### config.mk
export PLATFORM = sky130hd
export DESIGN_NAME = dma_channel_arbiter
export DESIGN_NICKNAME = d
export VERILOG_FILES = /design/src/rtl/dma_channel_arbiter.sv
export SDC_FILE = /design/constraint.sdc
export NUM_CORES = 1
export LEC_CHECK = 0
export BUFFER_PORTS_ARGS = -buffer_cell sky130_fd_sc_hd__buf_2
export CAP_MARGIN = 30
export CORE_ASPECT_RATIO = 1.1
export CORE_MARGIN = 2
export CORE_UTILIZATION = 43
export CTS_CLUSTER_DIAMETER = 60
export DETAILED_ROUTE_END_ITERATION = 6
export GPL_ROUTABILITY_DRIVEN = 0
export PLACE_DENSITY = 0.74
export SLEW_MARGIN = 20
export SYNTH_ARGS = -nofsm -noshare
export SYNTH_HDL_FRONTEND = slang
export SYNTH_SLANG_ARGS = --single-unit
### constraint.sdc
create_clock -name clk -period 1.9 [get_ports clk]
set_clock_uncertainty 0.15 [all_clocks]
set_input_delay 0.38 -clock clk [delete_from_list [all_inputs] [get_ports clk]]
set_output_delay 0.38 -clock clk [all_outputs]
set_load 0.02 [all_outputs]
### src/rtl/dma_channel_arbiter.sv
// Round-robin source arbiter and burst sequencer for the four-channel DMA datapath.
// Optional macro DMA_ARB_PRIORITY_EN: source 0 wins arbitration and may cut a burst short.
module dma_channel_arbiter #(
    parameter int BURST_LEN = 16,
    parameter int CNT_W     = 8
) (
    input  logic             clk,
    input  logic             rst,
    input  logic             i_enable,
    input  logic [3:0]       i_req,
    input  logic [7:0]       i_snk_sel,
    input  logic [3:0]       i_snk_ready,
    input  logic             i_xfer_strobe,
    input  logic [3:0]       i_chan_done,
    output logic [3:0]       o_grant,
    output logic             o_grant_valid,
    output logic [1:0]       o_grant_id,
    output logic [3:0]       o_snk_activate,
    output logic [CNT_W-1:0] o_burst_count,
    output logic             o_busy
);

    typedef enum logic [1:0] {
        S_IDLE  = 2'd0,
        S_GRANT = 2'd1,
        S_REL   = 2'd2
    } state_e;

    localparam logic [CNT_W-1:0] BL   = CNT_W'(BURST_LEN);
    localparam logic [CNT_W-1:0] HALF = CNT_W'(BURST_LEN / 2);

    state_e           state_q, state_d;
    logic [1:0]       last_q, last_d;
    logic [1:0]       gid_q, gid_d;
    logic [1:0]       snk_q, snk_d;
    logic [CNT_W-1:0] cnt_q, cnt_d;
    logic [CNT_W-1:0] cnt_inc;
    logic [3:0]       elig;
    logic             pick_vld;
    logic [1:0]       pick;
    logic             rel;

    always_comb begin
        for (int k = 0; k < 4; k++) begin
            elig[k] = i_req[k] & i_snk_ready[i_snk_sel[2*k +: 2]];
        end
    end

    // Search starts one past the last winner so a busy source cannot starve the others.
    always_comb begin
        logic [1:0] idx;
        pick_vld = 1'b0;
        pick     = last_q;
        idx      = last_q;
        for (int i = 1; i <= 4; i++) begin
            idx = last_q + 2'(i);
            if (!pick_vld && elig[idx]) begin
                pick_vld = 1'b1;
                pick     = idx;
            end
        end
`ifdef DMA_ARB_PRIORITY_EN
        if (elig[0]) begin
            pick_vld = 1'b1;
            pick     = 2'd0;
        end
`endif
    end

    always_comb begin
        cnt_inc = cnt_q;
        if (i_xfer_strobe && (cnt_q < BL)) begin
            cnt_inc = cnt_q + CNT_W'(1);
        end
    end

    always_comb begin
        rel = (i_xfer_strobe && (cnt_inc == BL))
            || i_chan_done[gid_q]
            || !i_req[gid_q]
            || !i_snk_ready[snk_q]
            || !i_enable;
`ifdef DMA_ARB_PRIORITY_EN
        if (i_req[0] && (gid_q != 2'd0) && (cnt_q >= HALF)) begin
            rel = 1'b1;
        end
`endif
    end

    always_ff @(posedge clk or negedge rst) begin
        if (!rst) begin
            state_q <= S_IDLE;
            last_q  <= 2'd3;
            gid_q   <= 2'd0;
            snk_q   <= 2'd0;
            cnt_q   <= '0;
        end else begin
            state_q <= state_d;
            last_q  <= last_d;
            gid_q   <= gid_d;
            snk_q   <= snk_d;
            cnt_q   <= cnt_d;
        end
    end

    always_comb begin
        state_d = state_q;
        last_d  = last_q;
        gid_d   = gid_q;
        snk_d   = snk_q;
        cnt_d   = cnt_q;
        unique case (state_q)
            S_IDLE: begin
                cnt_d = '0;
                if (i_enable && pick_vld) begin
                    state_d = S_GRANT;
                    gid_d   = pick;
                    last_d  = pick;
                    snk_d   = i_snk_sel[{pick, 1'b0} +: 2];
                end
            end
            S_GRANT: begin
                cnt_d = cnt_inc;
                if (rel) begin
                    state_d = S_REL;
                end
            end
            S_REL: begin
                cnt_d   = '0;
                state_d = S_IDLE;
            end
            default: begin
                cnt_d   = '0;
                state_d = S_IDLE;
            end
        endcase
    end

    always_comb begin
        o_grant        = 4'b0000;
        o_grant_valid  = 1'b0;
        o_grant_id     = 2'd0;
        o_snk_activate = 4'b0000;
        o_burst_count  = cnt_q;
        o_busy         = (state_q != S_IDLE);
        if (state_q == S_GRANT) begin
            o_grant        = 4'b0001 << gid_q;
            o_grant_valid  = 1'b1;
            o_grant_id     = gid_q;
            o_snk_activate = 4'b0001 << snk_q;
        end
    end

endmodule

## After elaboration in Yosys (flattened, before gate mapping)

Cells that the tools add are included.

- Flip-flop bits (word level): 16
- Bits of input ports: 24
- Output and inout bits: 20

- Add/sub/neg operators: 4
- $lt $le $gt $ge: 11
- Eq/ne operators: 4
- Shift-type cells: 3
- Multiplexer cells: 39
- Bitwise logic cells: 4
- Reduce and logical (&&, ||, !) cells: 20

Operators by type and width:

| kind | number |
|---|---|
| 2-bit by 3-bit < comparator with 1-bit output, second input constant | 10 |
| 1-bit binary-select mux with 2-bit select | 11 |
| 1-bit two-way mux | 16 |
| 8-bit two-way mux | 2 |
| 2-bit two-way mux | 7 |
| 8-bit by 1-bit adder with 8-bit output, second input constant | 1 |
| 8-bit by 5-bit equality test with 1-bit output, second input constant | 1 |
| 8-bit by 5-bit < comparator with 1-bit output, second input constant | 1 |
| 4-bit two-way mux | 2 |
| 8-bit by 4-bit indexed part select with 2-bit output | 1 |
| 1-bit by 2-bit << shifter with 4-bit output, first input constant | 2 |
| 1-bit logical AND | 6 |
| 1-bit logical NOT | 6 |
| 2-bit adder, second input constant | 2 |
| 1-bit bitwise AND | 4 |
| 1-bit logical OR | 4 |
| 2-bit inequality test, second input constant | 2 |
| 2-bit case mux with 2 select lines | 1 |
| 2-bit AND reduction | 2 |
| 2-bit by 1-bit adder with 2-bit output, second input constant | 1 |
| 2-bit by 1-bit equality test with 1-bit output, second input constant | 1 |
| 2-bit logical NOT | 1 |
| 2-bit nonzero test | 1 |

## Logic depth before layout (Yosys ltp)

- Depth in word-level cells: 18
- Gate-level depth with buffers: 7

## Worst setup path before layout

No wires, ideal clock.

- Path kind: register -> output
- From: register state_q[1]
- To: output o_snk_activate[1]
- Arrival time: 1.484 ns
- Required time: 1.370 ns
- Slack: -0.114 ns
- Cell stages (with the launch flop): 7
- Path buffers: 2
- Cells stage by stage: dfrtp_1 > nand2b_1 > clkbuf_1 > inv_1 > clkbuf_1 > nand2_1 > nor2_1

- Cells in the longest elaborated chain, start to end: 2

RTL lines:

| element | line | text |
|---|---|---|
| start, declared | 32 | `state_e state_q, state_d;` |
| start signal, assigned | 98 | `state_q <= state_d;` |
| 2-bit by 1-bit equality test with 1-bit output | 146 | `if (state_q == S_GRANT) begin` |
| 4-bit two-way mux | 146 |  |
| end, declared | 18 | `output logic [3:0] o_snk_activate,` |

No other way between the ends.

## Worst setup path after layout

- From: register last_q[1]
- To: register snk_q[0]

- Cells in the longest elaborated chain, start to end: 15
- Elaborated cells on any way between the ends: 28
- Those cells by class: 3 x add/sub; 1 x shift; 16 x mux; 8 x reduce/logical

RTL lines:

| element | line | text |
|---|---|---|
| start, declared | 33 | `logic [1:0] last_q, last_d;` |
| start signal, assigned | 99 | `last_q <= last_d;` |
| parallel branches: the longest is 15 deep, another holds 2-bit by 1-bit adder with 2-bit output | - |  |
| end signal, assigned | 101 | `snk_q <= snk_d;` |
| end, declared | 35 | `logic [1:0] snk_q, snk_d;` |

Several ways; the timed one is not identified. The select of a mux whose other input is x is not followed.
A chain may end at the register's enable or synchronous reset.

==> metrics.yaml <==
wl_um: 3150
ios: 44
finalSetupTns_ns: 0
antenna_cells: 0
cts_max_path_buffers: 2
synth_top_cell_area_share_pct: 30.6
ys_ff_latch: 16
die_w_um: 53.2
design.core.area_sq_um: 2520
pwr-share-seq_pct: 35.2
vias: 1194
syn-num-nets: 147
netlist_top_cells_area: "dfrtp_1, mux2i_1, dfstp_2"
min_from: "i_snk_sel[2]"
yosysTopAreaCell: "dfrtp_1"
grt_pass1_vias: 1159
fillers: 224
cap_violations: 0
cts_made_buffers: 3
combinationalPowerShare_pct: 53.7
final_core_utilization_pct: 66.9
synth_cells: 122
p_sw_w: 0.000642
yosys-top-cells-count: "dfrtp_1, nor2_1, mux2i_1, nand2_1, nand2b_1"
rsz0062_at_grt: "yes"
drtPass1Iterations: 4
clock_sinks: 16
finalCriticalPeriod_ns: 1.83
num-nets-final: 215
drtIter0Drc: 18
num_rows: 19
io_buffers: 43
cp-end-kind: "flop"
drc: 0
viasPerCell: 5.43
slew_violations: 0
reg2reg_to: "snk_q[0]$_DFFE_PN0P_"
grt_pass1_wl_um: 4960
cts.htree.levels: 1
syn_area_sq_um: 1140
setup_viol: 0
drive_gt1_share_pct: 51.3
clock_latency_ns: 0.28
critPathKind: "reg -> reg"
grt_max_degree: 17
powerDensity_nw_per_um2: 949
cts_tree: "done"
cp-start-kind: "flop"
dp_hpwl_um: 2490
grt_usage_pct: 21.8
cts-root-buf: "clkbuf_4"
hold_viol_final: 0
ys_seq_area_share_pct: 35.2
cp.required_ns: 1.91
reg2regPathDepth: 6
die_h_um: 58.1
whs_endpoint: "snk_q[0]$_DFFE_PN0P_"
final-instance-count-excl-fill: 220
wl_per_cell_um: 14.3
initial_core_util_pct: 45.4
p_clk_share_pct: 11.0
finalCritPeriodShare_pct: 96.4
cp_max_fo: 4
synthFlopType: "dfrtp_1"
worst_pin_slew_ns: 0.341
dieArea_sq_um: 3090
grt-ovfl-total: 0
ir_drop_mv: 0.586
synth_cell_type_count: 38
ys_warn_count: 0
hold_class: "in -> reg"
r2r-start: "last_q[1]$_DFFE_PN1P_"
leakagePower_nw: 0.848
worstHoldPathCells: 3
cp.arrival_ns: 1.84
outcome: "finished clean"
antenna_found_initial: 0
ant_nets: 0
avgSynthCellArea_sq_um: 9.38
placed_cells: 209
internal_power_w: 0.000959
synth-edff-count: 0
swShare_pct: 40.1
area_growth_pct: 47.3
synthArstFlopShare_pct: 100
max_slew_margin_pct: 77.2
clk_pin_slew_ns: 0.09
fmax_mhz: 546
rrSetupSlack_ns: 0.07
[sequential cells by signal, summed over array words and instances, names as in the netlist]
name           flops
snk_q              2
last_q             2
state_q            2
gid_q              2
o_burst_count      8
[per-layer routing]
| metal | up-vias | share of wire (%) | global-route usage, % |
|---|---|---|---|
| met1 | 579 | 39 | 23.8 |
| met4 | 0 | 0.45 | 8.06 |
| li1 | 573 | - | - |
| met2 | 40 | 57 | 42.1 |
| met5 | - | 0 | 0 |
| met3 | 2 | 4.2 | 1.80 |
[stage by stage]
step	setup WS [ns]	hold WS, ns	area (sq um)	total power (W)
after global routing	-0.0173	0.293	1690	0.00171
after detailed placement	-0.258	0.159	1520	0.00129
after floorplan	0.00729	-0.0656	1160	0.00102
after CTS	0.00325	0.290	1600	0.00153
after global placement	-0.186	0.151	1520	0.00126
final	0.0685	0.301	1690	0.00160
[logic make-up (layout without fill, tap and decap cells)]
family,count (synthesis),count (layout),share of synthesized area [%]
and+or+nand+nor,60,60,29.6
adders and majority gates,1,1,1.09
DFF,16,16,35.2
buffers and inverters,8,75,2.62
xor gates and xnor gates,3,3,2.30
muxes,14,14,13.3
AOI/OAI and AO/OA,20,20,15.8
[cell usage in the layout (no fill, tap or decap), types with 4 or more instances in the layout]
| cell type | count |
|---|---|
| buf_4 | 23 |
| dfrtp_1 | 14 |
| nor2_1 | 12 |
| mux2i_1 | 11 |
| inv_1 | 4 |
| o21a_1 | 4 |
| nand2b_1 | 6 |
| nand2_1 | 13 |
| and2_1 | 4 |
| buf_2 | 39 |
[power groups by stage]
| stage | Sequential [W] | Clock (W) | Combinational (W) |
|---|---|---|---|
| 2_1_floorplan | 0.000515 | 0 | 0.000500 |
| 3_3_place_gp | 0.000556 | 0 | 0.000705 |
| 3_5_place_dp | 0.000561 | 0 | 0.000733 |
| 4_1_cts | 0.000559 | 0.000189 | 0.000780 |
| 5_1_grt | 0.000580 | 0.000203 | 0.000931 |
| 6_report | 0.000564 | 0.000177 | 0.000860 |
[area by class of cell]
type	count	area [sq um]	area share, %
multi-input cells	98	777	46.1
inverters	5	21.3	1.26
flip-flops and latches	16	403	23.9
repair buffers	66	420	24.9
clock buffers	4	26.3	1.56
well taps	31	38.8	2.30
[worst max path at each step]
| stage | from | end | slack [ns] | cells past startpoint |
|---|---|---|---|---|
| after floorplan | state_q[1]$_DFFE_PN0P_ | o_grant[1] | 0.007 | 5 |
| after global placement | i_snk_sel[7] | snk_q[0]$_DFFE_PN0P_ | -0.19 | 9 |
| after detailed placement | i_snk_sel[7] | snk_q[0]$_DFFE_PN0P_ | -0.26 | 9 |
| after CTS | state_q[1]$_DFFE_PN0P_ | o_grant[1] | 0.003 | 5 |
| after global routing | i_snk_sel[3] | snk_q[0]$_DFFE_PN0P_ | -0.02 | 8 |
| final | last_q[1]$_DFFE_PN1P_ | snk_q[0]$_DFFE_PN0P_ | 0.07 | 6 |
[worst max-delay path, cell delays in order (launching register included)]
cell and delay, ns:
dfstp_2 0.57, nor2_2 0.04, a22o_1 0.23, nor4_4 0.23, buf_4 0.17, mux2i_1 0.20
o221ai_1 0.12
[what timing repair did]
item,in CTS,in global routing
hold buffers,1,0
pin swaps,3,8
gates resized for setup,5,14
buffers inserted,2,4
endpoints found under the hold margin,14,0
setup endpoints to repair,5,9
Note: power is estimated with default switching activity, not from simulation.
